`src/rtl/bitnet_pkg.sv`:
```
// -----------------------------------------------------------------------------
// bitnet_pkg
// Shared types and constants for the bitnet majority-reduction blocks.
//   maj_state_t    : control states of maj_stream_reducer
//   MAJ_TIE_VALUE  : result driven when the final tally is exactly zero
//   maj_eff_bit    : per-element inversion, same as the maj_gate control input
// -----------------------------------------------------------------------------
package bitnet_pkg;

  typedef enum logic [1:0] {
    IDLE  = 2'd0,
    ACCUM = 2'd1,
    DONE  = 2'd2
  } maj_state_t;

  localparam bit MAJ_TIE_VALUE = 1'b1;

  // Effective vote of one element: the control bit inverts the data bit.
  function automatic logic maj_eff_bit(input logic data, input logic control);
    return data ^ control;
  endfunction

endpackage

```
`src/rtl/maj_tally_counter.sv`:
```
// -----------------------------------------------------------------------------
// maj_tally_counter
// Signed up/down counter with synchronous clear (priority) and enable.
// Ports:
//   clk_in, rst_n_in : clock, asynchronous active-low reset
//   clr_in           : load zero
//   en_in            : count one step this cycle
//   up_in            : step direction (1 = +1, 0 = -1)
//   count_out        : registered count
//   next_out         : value count_out takes after this edge
// -----------------------------------------------------------------------------
module maj_tally_counter #(
  parameter int W = 9
) (
  input  logic                clk_in,
  input  logic                rst_n_in,
  input  logic                clr_in,
  input  logic                en_in,
  input  logic                up_in,
  output logic signed [W-1:0] count_out,
  output logic signed [W-1:0] next_out
);

  localparam logic signed [W-1:0] STEP_ONE = W'(1);

  logic signed [W-1:0] count_q;
  logic signed [W-1:0] count_d;

  // Next-count selection: clear beats enable.
  always_comb begin
    count_d = count_q;
    if (clr_in) begin
      count_d = '0;
    end else if (en_in) begin
      if (up_in) begin
        count_d = count_q + STEP_ONE;
      end else begin
        count_d = count_q - STEP_ONE;
      end
    end else begin
      count_d = count_q;
    end
  end

  // Count register.
  always_ff @(posedge clk_in or negedge rst_n_in) begin
    if (!rst_n_in) begin
      count_q <= '0;
    end else begin
      count_q <= count_d;
    end
  end

  assign count_out = count_q;
  assign next_out  = count_d;

endmodule

```
`src/rtl/maj_stream_reducer.sv`:
```
// -----------------------------------------------------------------------------
// maj_stream_reducer
// Majority vote over a streamed vector of 1..N_MAX elements. Each element's
// effective vote is data_in ^ control_in. Produces the sign (maj_out) and the
// signed tally (#ones - #zeros) once per vector, held until accepted.
// Ports:
//   clk_in, rst_n_in          : clock, asynchronous active-low reset
//   start_in, len_in          : begin a vector of len_in elements (IDLE only)
//   s_valid_in, s_ready_out   : element handshake
//   data_in, control_in       : element data and invert control
//   m_valid_out, m_ready_in   : result handshake
//   maj_out, tally_out        : result (tally is LW+1 bit two's complement)
//   busy_out                  : high while a vector is in progress or pending
// All outputs are registered.
// -----------------------------------------------------------------------------
module maj_stream_reducer
  import bitnet_pkg::*;
#(
  parameter int N_MAX = 255,
  parameter int LW    = $clog2(N_MAX + 1)
) (
  input  logic        clk_in,
  input  logic        rst_n_in,
  input  logic        start_in,
  input  logic [LW-1:0] len_in,
  input  logic        s_valid_in,
  output logic        s_ready_out,
  input  logic        data_in,
  input  logic        control_in,
  output logic        m_valid_out,
  input  logic        m_ready_in,
  output logic        maj_out,
  output logic [LW:0] tally_out,
  output logic        busy_out
);

  maj_state_t state_q, state_d;
  logic [LW-1:0] remain_q, remain_d;
  logic          s_ready_q, s_ready_d;
  logic          m_valid_q, m_valid_d;
  logic          maj_q, maj_d;
  logic [LW:0]   tally_q, tally_d;
  logic          busy_q, busy_d;

  logic               beat_s;
  logic               eff_s;
  logic               clr_s;
  logic               en_s;
  logic signed [LW:0] count_s;
  logic signed [LW:0] next_s;

  assign beat_s = s_valid_in & s_ready_q;
  assign eff_s  = maj_eff_bit(data_in, control_in);

  maj_tally_counter #(
    .W (LW + 1)
  ) u_tally (
    .clk_in    (clk_in),
    .rst_n_in  (rst_n_in),
    .clr_in    (clr_s),
    .en_in     (en_s),
    .up_in     (eff_s),
    .count_out (count_s),
    .next_out  (next_s)
  );

  // FSM next state, remaining counter and output-register loads.
  always_comb begin
    state_d   = state_q;
    remain_d  = remain_q;
    s_ready_d = s_ready_q;
    m_valid_d = m_valid_q;
    maj_d     = maj_q;
    tally_d   = tally_q;
    clr_s     = 1'b0;
    en_s      = 1'b0;
    case (state_q)
      IDLE: begin
        if (start_in && (len_in != '0)) begin
          state_d   = ACCUM;
          remain_d  = len_in;
          clr_s     = 1'b1;
          s_ready_d = 1'b1;
        end else begin
          state_d = IDLE;
        end
      end
      ACCUM: begin
        if (beat_s) begin
          en_s     = 1'b1;
          remain_d = remain_q - LW'(1);
          // Last beat: publish the tally including this beat's vote.
          if (remain_q == LW'(1)) begin
            state_d   = DONE;
            s_ready_d = 1'b0;
            m_valid_d = 1'b1;
            tally_d   = next_s;
            if (next_s == '0) begin
              maj_d = MAJ_TIE_VALUE;
            end else begin
              maj_d = ~next_s[LW];
            end
          end else begin
            state_d = ACCUM;
          end
        end else begin
          state_d = ACCUM;
        end
      end
      DONE: begin
        if (m_ready_in) begin
          state_d   = IDLE;
          m_valid_d = 1'b0;
        end else begin
          state_d = DONE;
        end
      end
      default: begin
        state_d   = IDLE;
        s_ready_d = 1'b0;
        m_valid_d = 1'b0;
      end
    endcase
    busy_d = (state_d != IDLE);
  end

  // State, remaining counter and registered outputs.
  always_ff @(posedge clk_in or negedge rst_n_in) begin
    if (!rst_n_in) begin
      state_q   <= IDLE;
      remain_q  <= '0;
      s_ready_q <= 1'b0;
      m_valid_q <= 1'b0;
      maj_q     <= 1'b0;
      tally_q   <= '0;
      busy_q    <= 1'b0;
    end else begin
      state_q   <= state_d;
      remain_q  <= remain_d;
      s_ready_q <= s_ready_d;
      m_valid_q <= m_valid_d;
      maj_q     <= maj_d;
      tally_q   <= tally_d;
      busy_q    <= busy_d;
    end
  end

  assign s_ready_out = s_ready_q;
  assign m_valid_out = m_valid_q;
  assign maj_out     = maj_q;
  assign tally_out   = tally_q;
  assign busy_out    = busy_q;

  // The internal count is only observed through next_s.
  logic unused_s;
  assign unused_s = ^count_s;

endmodule
```
`config.mk`:
```
export PLATFORM = sky130hd
export DESIGN_NAME = maj_stream_reducer
export DESIGN_NICKNAME = d
export VERILOG_FILES = /design/src/rtl/bitnet_pkg.sv /design/src/rtl/maj_tally_counter.sv /design/src/rtl/maj_stream_reducer.sv
export SDC_FILE = /design/constraint.sdc
export NUM_CORES = 1
export LEC_CHECK = 0
export ABC_AREA = 0
export CAP_MARGIN = 20
export CELL_PAD_IN_SITES_DETAIL_PLACEMENT = 0
export CELL_PAD_IN_SITES_GLOBAL_PLACEMENT = 1
export CORE_ASPECT_RATIO = 0.9
export CORE_UTILIZATION = 36
export DETAILED_ROUTE_END_ITERATION = 12
export PLACE_DENSITY = 0.86
export SYNTH_ARGS = -nofsm -noshare
export SYNTH_HDL_FRONTEND = slang
export SYNTH_SLANG_ARGS = --single-unit
```
`constraint.sdc`:
```
create_clock -name clk_in -period 1.85 [get_ports clk_in]
set_input_delay 0.2775 -clock clk_in [delete_from_list [all_inputs] [get_ports clk_in]]
set_output_delay 0.2775 -clock clk_in [all_outputs]
set_load 0.1 [all_outputs]
```
==> results of run 1 <==
per-stage QoR:
step	power [mW]	instance area (sq um)	instances	hold WS, ns
floorplan	0.7333	1774	191	-0.01809
global placement	0.8053	2235	297	0.4611
detailed placement	0.8051	2235	297	0.4729
CTS	1.461	2342	305	0.4115
global route	1.504	2429	310	0.4328
finish	1.449	2429	310	0.3877
final timing paths:
path,start,cells after the start,end
max,len_in[2],7,u_tally.count_out[7]
min,rst_n_in,2,remain_q[5]
max reg2reg,u_tally.count_out[2],5,u_tally.count_out[7]
min reg2reg,tally_out[7],2,tally_out[7]
max in group asynchronous,rst_n_in,2,s_ready_out
min in group clk_in,tally_out[7],2,tally_out[7]
where the power goes:
| group | internal (mW) | switching (mW) | total (mW) |
|---|---|---|---|
| Combinational | 0.0502 | 0.0431 | 0.0933 |
| Sequential | 0.700 | 0 | 0.700 |
| Clock | 0.399 | 0.256 | 0.656 |
| Total | 1.15 | 0.300 | 1.45 |
state kept, by name, summed over array words and instances, names as in the netlist:
register           count
busy_out               1
tally_out              9
u_tally.count_out      9
remain_q               8
maj_out                1
m_valid_out            1
state_q                2
s_ready_out            1
per-layer routing:
layer  GRT usage (%)  part of all wire, %  vias to the layer above
li1                -                    -                      797
met5               0                    0                        -
met4           6.490                  1.4                        0
met1           24.63                   49                      766
met3           3.289                  4.4                        7
met2           28.18                   46                       37
layout make-up:
class                   count  area share [%]
multi-input cells         145           38.79
flip-flops and latches     32           33.02
repair buffers             59           19.94
well taps                  62           3.194
clock buffers               6           2.988
clock inverters             2           1.443
inverters                   4          0.6182
worst register-to-register path: cells and delay by family, from the launching register on:
family,cells,cell delay [ns]
flops,1,0.46
simple gates,3,0.98
compound gates,2,0.24
synth_stat cells (4+ instances only):
master and n:
xor2_1 5, dfrtp_1 32, nand2_1 21, o21ai_0 19, o21ai_1 5, inv_1 4, clkbuf_1 4, a21oi_1 16
nand3_1 5, xnor2_1 4, nor3_1 8, buf_2 4, nor2_1 8
layout by cell type, fill, tap and decap left out, types with 4 or more instances in the layout:
cell type        count
a21oi_1             15
buf_4               42
clkbuf_8             5
clkdlybuf4s50_1     12
dfrtp_1             31
inv_1                4
nand2_1             21
nand3_1              5
nor2_1               8
nor3_1               8
o21ai_0             18
o21ai_1              6
xor2_1               5
kinds of logic after synthesis:
| family | after synthesis |
|---|---|
| AO/OA/AOI/OAI | 57 |
| buffers and inverters | 14 |
| AND/OR/NAND/NOR | 71 |
| adder cells (fa/ha/maj) | 3 |
| XOR/XNOR | 10 |
| flip-flops | 32 |
| multiplexers | 4 |
timing repair:
action | in CTS | in global routing
gates resized for setup | 3 | 16
pin swaps | 2 | 7
gates cloned | 0 | 0
hold buffers | 0 | 0
buffers inserted | 0 | 5
setup endpoints to repair | 9 | 21
==> impl_metrics.tcl, run 1 <==
set metrics [dict create \
    final_util_pct 53.08 \
    fin_crit_ns 1.821 \
    seq_area_frac_synth_pct 45.17 \
    nFillCells 420 \
    maxSlewViolCount 0 \
    worstMarginPinSlew_ns 0.4046 \
    max_freq_mhz 549.3 \
    cts_root_buf "clkbuf_8" \
    grt_pass1_vias 1434 \
    yosysWarnings 0 \
    p_leak_nw 1.114 \
    clk_path_buf_depth 2 \
    initial_core_util_pct 38.75 \
    antenna_found_initial 0 \
    vias 1607 \
    end_kind "register" \
    netlist_area_sq_um 1773 \
    seq_area_sq_um 802.0 \
    synth_compound_area_share_pct 19.34 \
    drive_above_1_share_pct 29.84 \
    insertion_delay_ns 0.29 \
    cap_violations 0 \
    tns_ns 0 \
    ioPinCount 28 \
    ys_types 44 \
    vdd_drop_max_mv 0.2566 \
    synth_flop_cell "dfrtp_1" \
    worst_path_dominant_cell_family "simple AND/OR/NAND/NOR gates" \
    num-nets-final 265 \
    dp_hpwl_um 2931 \
    synth_top_family_by_area "simple AND/OR/NAND/NOR gates" \
    hold_class "input pin to async pin" \
    synthSimpleGateAreaFrac_pct 21.52 \
    worstSetupStartpointType "input pin" \
    die_w_um 75.98 \
    synth_edf_count 0 \
    grt_max_degree 33 \
    synthXorXnorAreaFrac_pct 5.363 \
    cp.required_ns 2.06 \
    relSlewSlack_pct 73.03 \
    ant_nets 0 \
    io_buffers 27 \
    skew_ns 0.006192 \
    fin_ws_ns 0.02936 \
    synth_nets 209 \
    rrSetupSlack_ns 0.09 \
    pre_cts_slack_ns -0.4185 \
    avgSynthCellArea_sq_um 9.282 \
    yosys.area_share.adder_pct 2.117 \
    drt_pass1_iterations 4 \
    status "finished, final reports clean" \
    place.gp.congestion 0.7916 \
    timing.critical_path.buf_inv 2 \
    setup.worst_path.class "input pin to register" \
    htree_num_levels 2 \
    slowest_stage "or4_4" \
    clk_pin_slew_ns 0.07 \
    setup_viol 0 \
    postSynthCellCount 191 \
    path_cells "clkdlybuf4s50_1 > or4_4 > o211ai_4 > and2_4 > buf_4 > a21oi_1 > o21ai_1" \
    drt-total-wl_um 4286 \
    die_area_sq_um 5210 \
    max_stage_delay_ns 0.58 \
    area.growth.synth_to_final_pct 36.98 \
    synth_mux_area_share_pct 2.399 \
    synth_top_area_cell "dfrtp_1" \
    tritoncts "yes" \
    grt_pass1_wl_um 7093 \
    drt_iter0_drc 36 \
    synth.top_cell.area_share_pct 45.17 \
    fin_crit_sh_pct 98.41 \
    rows 23 \
    rsz0062_at_grt "true" \
    wl_per_cell_um 13.83 \
    synthTopCellsByArea "dfrtp_1, o21ai_0, a21oi_1" \
    arrival_ns 2.03 \
    fp.dieH_um 68.58 \
    hold_viol 0 \
    power_density_nw_per_um2 596.5 \
    clock_sinks 32 \
    crit_path_max_fanout 6 \
    route.detailed.drc 0 \
    cts-buffers-inserted 5 \
    vias_per_cell 5.184 \
    synth-seq-cells 32 \
    track_usage_pct 17.76 \
    core_sq_um 4576 \
    grt_overflow_total 0 \
    multi_input_area_sq_um 942.2 \
    antennaDiodeCount 0 \
    synthArstFlopShare_pct 100.0 \
]
No activity file was read; power rests on OpenSTA's default activity.
==> inputs of run 2 (changes only) <==
SKIP_LAST_GASP = 1   (was not set)
==> impl_metrics.tcl, run 2 (same netlist as run 1, synthesis figures left out) <==
set metrics [dict create \
    fin_crit_ns 1.823 \
    vdd_drop_max_mv 0.2567 \
    startpoint "len_in[2]" \
    hold_viol 0 \
    maxSlewViolCount 0 \
    insertion_delay_ns 0.29 \
    crit_path_max_fanout 6 \
    worstSetupStartpointType "input pin" \
    antenna_found_initial 0 \
    drt-total-wl_um 4296 \
    fin_crit_sh_pct 98.54 \
    clock_sinks 32 \
    fin_ws_ns 0.02705 \
    vias_per_cell 5.200 \
    setup.worst_path.class "input pin to register" \
    hold_class "input pin to async pin" \
    seq_area_sq_um 802.0 \
    grt_max_degree 33 \
    placed_cells 297 \
    skew_ns 0.005562 \
    whs_ns 0.3904 \
    dp_hpwl_um 2931 \
    route.detailed.drc 0 \
    finalInstanceArea_sq_um 2425 \
    initial_core_util_pct 38.75 \
    rrSetupSlack_ns 0.08 \
    worst_path_dominant_cell_family "simple AND/OR/NAND/NOR gates" \
    num-nets-final 265 \
    grt_pass1_wl_um 7093 \
    ioPinCount 28 \
    tns_ns 0 \
    final_util_pct 52.99 \
    area.growth.synth_to_final_pct 36.77 \
    drt_iter0_drc 42 \
    io_buffers 27 \
    antennaDiodeCount 0 \
    timing.critical_path.buf_inv 2 \
    rows 23 \
    htree_num_levels 2 \
    relSlewSlack_pct 73.01 \
    drt_pass1_iterations 4 \
    multi_input_area_sq_um 942.2 \
    fin_cells 310 \
    core_sq_um 4576 \
    clk_pin_slew_ns 0.07 \
    track_usage_pct 17.76 \
    path_cells "clkdlybuf4s50_1 > or4_4 > o211ai_4 > and2_4 > buf_4 > o21ai_0 > o31ai_1" \
    rsz0062_at_grt "true" \
    cap_violations 0 \
    clk_path_buf_depth 2 \
    worstMarginPinSlew_ns 0.4048 \
    cp.required_ns 2.05 \
    arrival_ns 2.02 \
    vias 1612 \
    tritoncts "yes" \
    ant_nets 0 \
    p_leak_nw 1.113 \
    setup_viol 0 \
    max_stage_delay_ns 0.58 \
    pre_cts_slack_ns -0.4185 \
    power_mw 1.450 \
    fp.dieH_um 68.58 \
    power_density_nw_per_um2 598.2 \
    slowest_stage "or4_4" \
    die_area_sq_um 5210 \
    wl_per_cell_um 13.86 \
    nFillCells 419 \
    drive_above_1_share_pct 29.84 \
    die_w_um 75.98 \
    cts-buffers-inserted 5 \
    place_area_sq_um 2235 \
    timing.rr.start "u_tally.count_out[2]" \
    status "finished, final reports clean" \
    grt_overflow_total 0 \
    max_freq_mhz 548.6 \
    mostFrequentLayoutCells "buf_4, dfrtp_1, nand2_1" \
    final_common_cell "buf_4" \
    grt_pass1_vias 1434 \
    place.gp.congestion 0.7916 \
    cts_root_buf "clkbuf_8" \
    end_kind "register" \
]
-- run 2: cell count changes in the layout (fill, tap and decap cells not counted) --
cell   change
buf_6      -1
buf_4      +1
-- run 2: power by group --
part           switching (mW)  internal [mW]
clock network           0.258          0.399
logic                  0.0432         0.0502
registers                   0          0.700
total                   0.301           1.15
-- run 2: routing by layer --
layer	vias to the layer above	part of all wire [%]	track usage, %
met4	0	1.5	6.490
met1	773	48	24.63
met3	6	3.7	3.289
met5	-	0	0
li1	800	-	-
met2	33	46	28.18
-- run 2: repair_timing --
item,4_1_cts,5_1_grt
resized for setup,3,15
buffers inserted,0,5
gates cloned,0,0
hold buffers,0,0
pin swaps,2,7
setup endpoints to repair,9,21
-- run 2: final cells by class --
cell class / count / area share, %
Clock inverter: 2 / 1.445
Inverter: 4 / 0.6192
Sequential cell: 32 / 33.08
Timing Repair Buffer: 59 / 19.81
Tap cell: 62 / 3.199
Multi-Input combinational cell: 145 / 38.85
Clock buffer: 6 / 2.993
-- run 2: worst paths after layout --
check	endpoint	cells after the start
min reg2reg	tally_out[7]	2
max in group asynchronous	s_ready_out	2
min	remain_q[2]	2
min in group clk_in	tally_out[7]	2
max	u_tally.count_out[3]	7
max reg2reg	u_tally.count_out[7]	5
-- run 2: worst reg2reg max path, delay by kind of cell, from the launching register on --
kind	cells	cell delay, ns
simple gates	3	1.00
compound gates	2	0.24
flops	1	0.46
==> patch (settings of run 2) <==
Set the parameter `N_MAX` to 510 (it was 255).
--- a/src/rtl/maj_stream_reducer.sv
+++ b/src/rtl/maj_stream_reducer.sv
@@ -18,3 +18,3 @@
 #(
-  parameter int N_MAX = 255,
+  parameter int N_MAX = 510,
   parameter int LW    = $clog2(N_MAX + 1)
Interface: changed (resized len_in and tally_out); port bits go from 28 to 30. No check against the original RTL was run, so the function may have changed too.
==> patch against run 2 <==
  * The run now ends with setup timing left
  * Die area increased by 17%
  * Sequential cell count up 3
  * Core utilization fell by 0.069 points
  * Routed wire length increased by 20%
  * Synthesized area increased by 17%
  * Final area grew 18%
  * First-iteration DRC count rose to 3.0 times the old value
  * Synthesized cell count up 17%
  * Worst setup slack worse by 100 ps
  * Largest cell class unchanged
  * Highest routed layer unchanged
Power is not compared: it rests on default switching activity, and its combinational part moved more than twofold at a synthesized area within 25%.
==> patch: results (changes against run 2) <==
- Post-DR vias/cell: 5.31 (was 5.20)
- Antenna violations before repair: 0 (unchanged)
- Max Used Layer: met4 (unchanged)
- First-pass GRT wire length: 8360 µm (was 7090 µm)
- Synth Area in Adders: 1.81% (was 2.12%)
- Warnings, synthesis: 0 (unchanged)
- Worst path slowest cell: or4_4 (unchanged)
- Outcome: finished with violations (was finished clean)
- Fin nets: 309 (was 265)
- DR iter-0 viols: 128 (was 42)
- Clock Latency Late Sink: 290 ps (about the same)
- Clock root cell: clkbuf_8 (unchanged)
- Hold crit path type: input port to async pin (unchanged)
- Synth Area in Compound Gates: 17.7% (was 19.3%)
- Cell variety after synth: 50 (was 44)
- Arr. time, crit path: 2100 ps (was 2020 ps)
- Drt wl/cell: 14.4 µm (was 13.9 µm)
- CTS max path bufs: 2 (unchanged)
- Port bufs: 29 (was 27)
- Layout fillers: 506 (was 419)
- CTS Buf Count: 5 (unchanged)
- Share of synthesized flip-flops with an asynchronous set or reset: 100% (unchanged)
- Antenna diode count: 0 (unchanged)
- Finish-stage setup viols: 7 (was 0)
- Post-Place Setup Slack: -694 ps (was -419 ps)
- Htree depth: 2 (unchanged)
- Largest driver fanout on the critical path: 3 (was 6)
- Most instantiated cells after synthesis: 35 x dfrtp_1, 28 x nor2_1, 23 x nand2_1 (was 32 x dfrtp_1, 21 x nand2_1, 19 x o21ai_0)
- Failing checks: setup timing
- WL met2: 2360 µm (was 2000 µm)
- Routed wl met3: 291 µm (was 158 µm)
- Largest net degree at the start of global routing: 36 (was 33)
- Non-filler cells, final: 358 (was 310)
- TritonRoute pass-1 iters: 4 (unchanged)
- Dpl hpwl: 3710 µm (was 2930 µm)
- Vias in the first global route: 1722 (was 1434)
- Ranking of synthesized cells by area: dfrtp_1 42%, nor2_1 5.1%, nand2_1 4.2% (was dfrtp_1 45%, o21ai_0 5.4%, a21oi_1 4.5%)
- Cells after synthesis: 224 (was 191)
- Post-Synth XOR/XNOR Area: 5.96% (was 5.36%)
- GPL Wtd Cong: 0.918 (was 0.792)
- Inst Count DP: 347 (was 297)
- Leakage dissipation: 1.30 nW
- Mux cell area share after synthesis: 3.07% (was 2.40%)
- Slew at the pin closest to its max-slew limit: 463 ps (was 405 ps)
- Register area share after synthesis: 42.1% (was 45.2%)
- Ys flop type: dfrtp_1 (unchanged)
- VDD IR max: between 0.9 and 1 mV
- Setup TNS: -250 ps (was 0 ps)
- Share of layout cells above drive strength 1: 32.6% (was 29.8%)
- Clock skew: 5.85 ps (was 5.56 ps)
- Post-Place Cell Area: 2650 µm² (was 2230 µm²)
- Setup slack after layout: -73.1 ps (was 27.1 ps)
- CP peak stage delay: 470 ps (was 580 ps)
- Post-Syn Nets: 243 (was 209)
- Gr usage total: 18.5% (was 17.8%)
- Metal-1 WL: 2390 µm (was 2080 µm)
- Clock-pin slew on the worst setup and hold paths: 70 ps (about the same)
-- patch: cell count changes in the layout (fill, tap and decap cells not counted), sizes merged, moves of 4 or more --
cell          delta
o21ai            -4
a21o             +6
dlymetal6s2s     +4
buf             +12
a21oi            -6
nor2            +23
-- patch: where the power goes --
| group | internal, mW | switching, mW | leakage, nW |
|---|---|---|---|
| clock | 0.301 | 0.281 | 0.0482 |
| sequential | 1.03 | 0.265 | 0.443 |
| combinational | 0.995 | 1.53 | 0.804 |
| total | 2.33 | 2.08 | 1.30 |
-- patch: critical path: cells and delay by family (launching register included) --
family | cells | cell delay, ps
and+or+nand+nor | 2 | 620
muxes | 1 | 250
adders and majority gates | 1 | 170
DFF | 1 | 400
AOI/OAI and AO/OA | 2 | 230
xor gates and xnor gates | 1 | 140
-- patch: cell type report --
| cell class | count | area, µm² | area share, % |
|---|---|---|---|
| Clock buffer | 7 | 86.3 | 3.01 |
| Multi-Input combinational cell | 173 | 1190 | 41.7 |
| Timing Repair Buffer | 72 | 607 | 21.2 |
| Clock inverter | 1 | 5.00 | 0.175 |
| Tap cell | 67 | 83.8 | 2.93 |
| Sequential cell | 35 | 877 | 30.6 |
| Inverter | 3 | 11.3 | 0.393 |
-- patch: logic make-up after synthesis --
logic type | after synthesis
AOI/OAI and AO/OA | 58
xor gates and xnor gates | 12
adders and majority gates | 3
buffers and inverters | 17
DFF | 35
muxes | 6
and+or+nand+nor | 93
-- patch: repair_timing --
| item | 4_1_cts | 5_1_grt |
|---|---|---|
| setup endpoints to repair | 26 | 22 |
| cloned | 1 | 0 |
| buffers inserted | 1 | 1 |
| resized for setup | 16 | 11 |
| pin swaps | 3 | 4 |
-- patch: path summary, 6_finish.rpt --
check / start / cells past startpoint / slack (ps) / to
min in group clk_in: len_in[5] / 4 / 400 / remain_q[5]$_DFFE_PN0P_
worst max-delay path: u_tally.count_out[1]$_DFF_PN0_ / 7 / -70 / u_tally.count_out[8]$_DFF_PN0_
worst min-delay path: rst_n_in / 2 / 400 / remain_q[3]$_DFFE_PN0P_
worst max register to register: u_tally.count_out[1]$_DFF_PN0_ / 7 / -70 / u_tally.count_out[8]$_DFF_PN0_
max in group asynchronous: rst_n_in / 2 / 1100 / s_ready_out$_DFFE_PN0P_
worst min register to register: tally_out[1]$_DFFE_PN0P_ / 2 / 480 / tally_out[1]$_DFFE_PN0P_
-- patch: metal layers --
| layer | up-vias | track usage [%] |
|---|---|---|
| li1 | 932 | - |
| met1 | 902 | 25.3 |
| met2 | 57 | 28.3 |
| met3 | 10 | 3.93 |
| met4 | 0 | 7.99 |
| met5 | - | 0 |
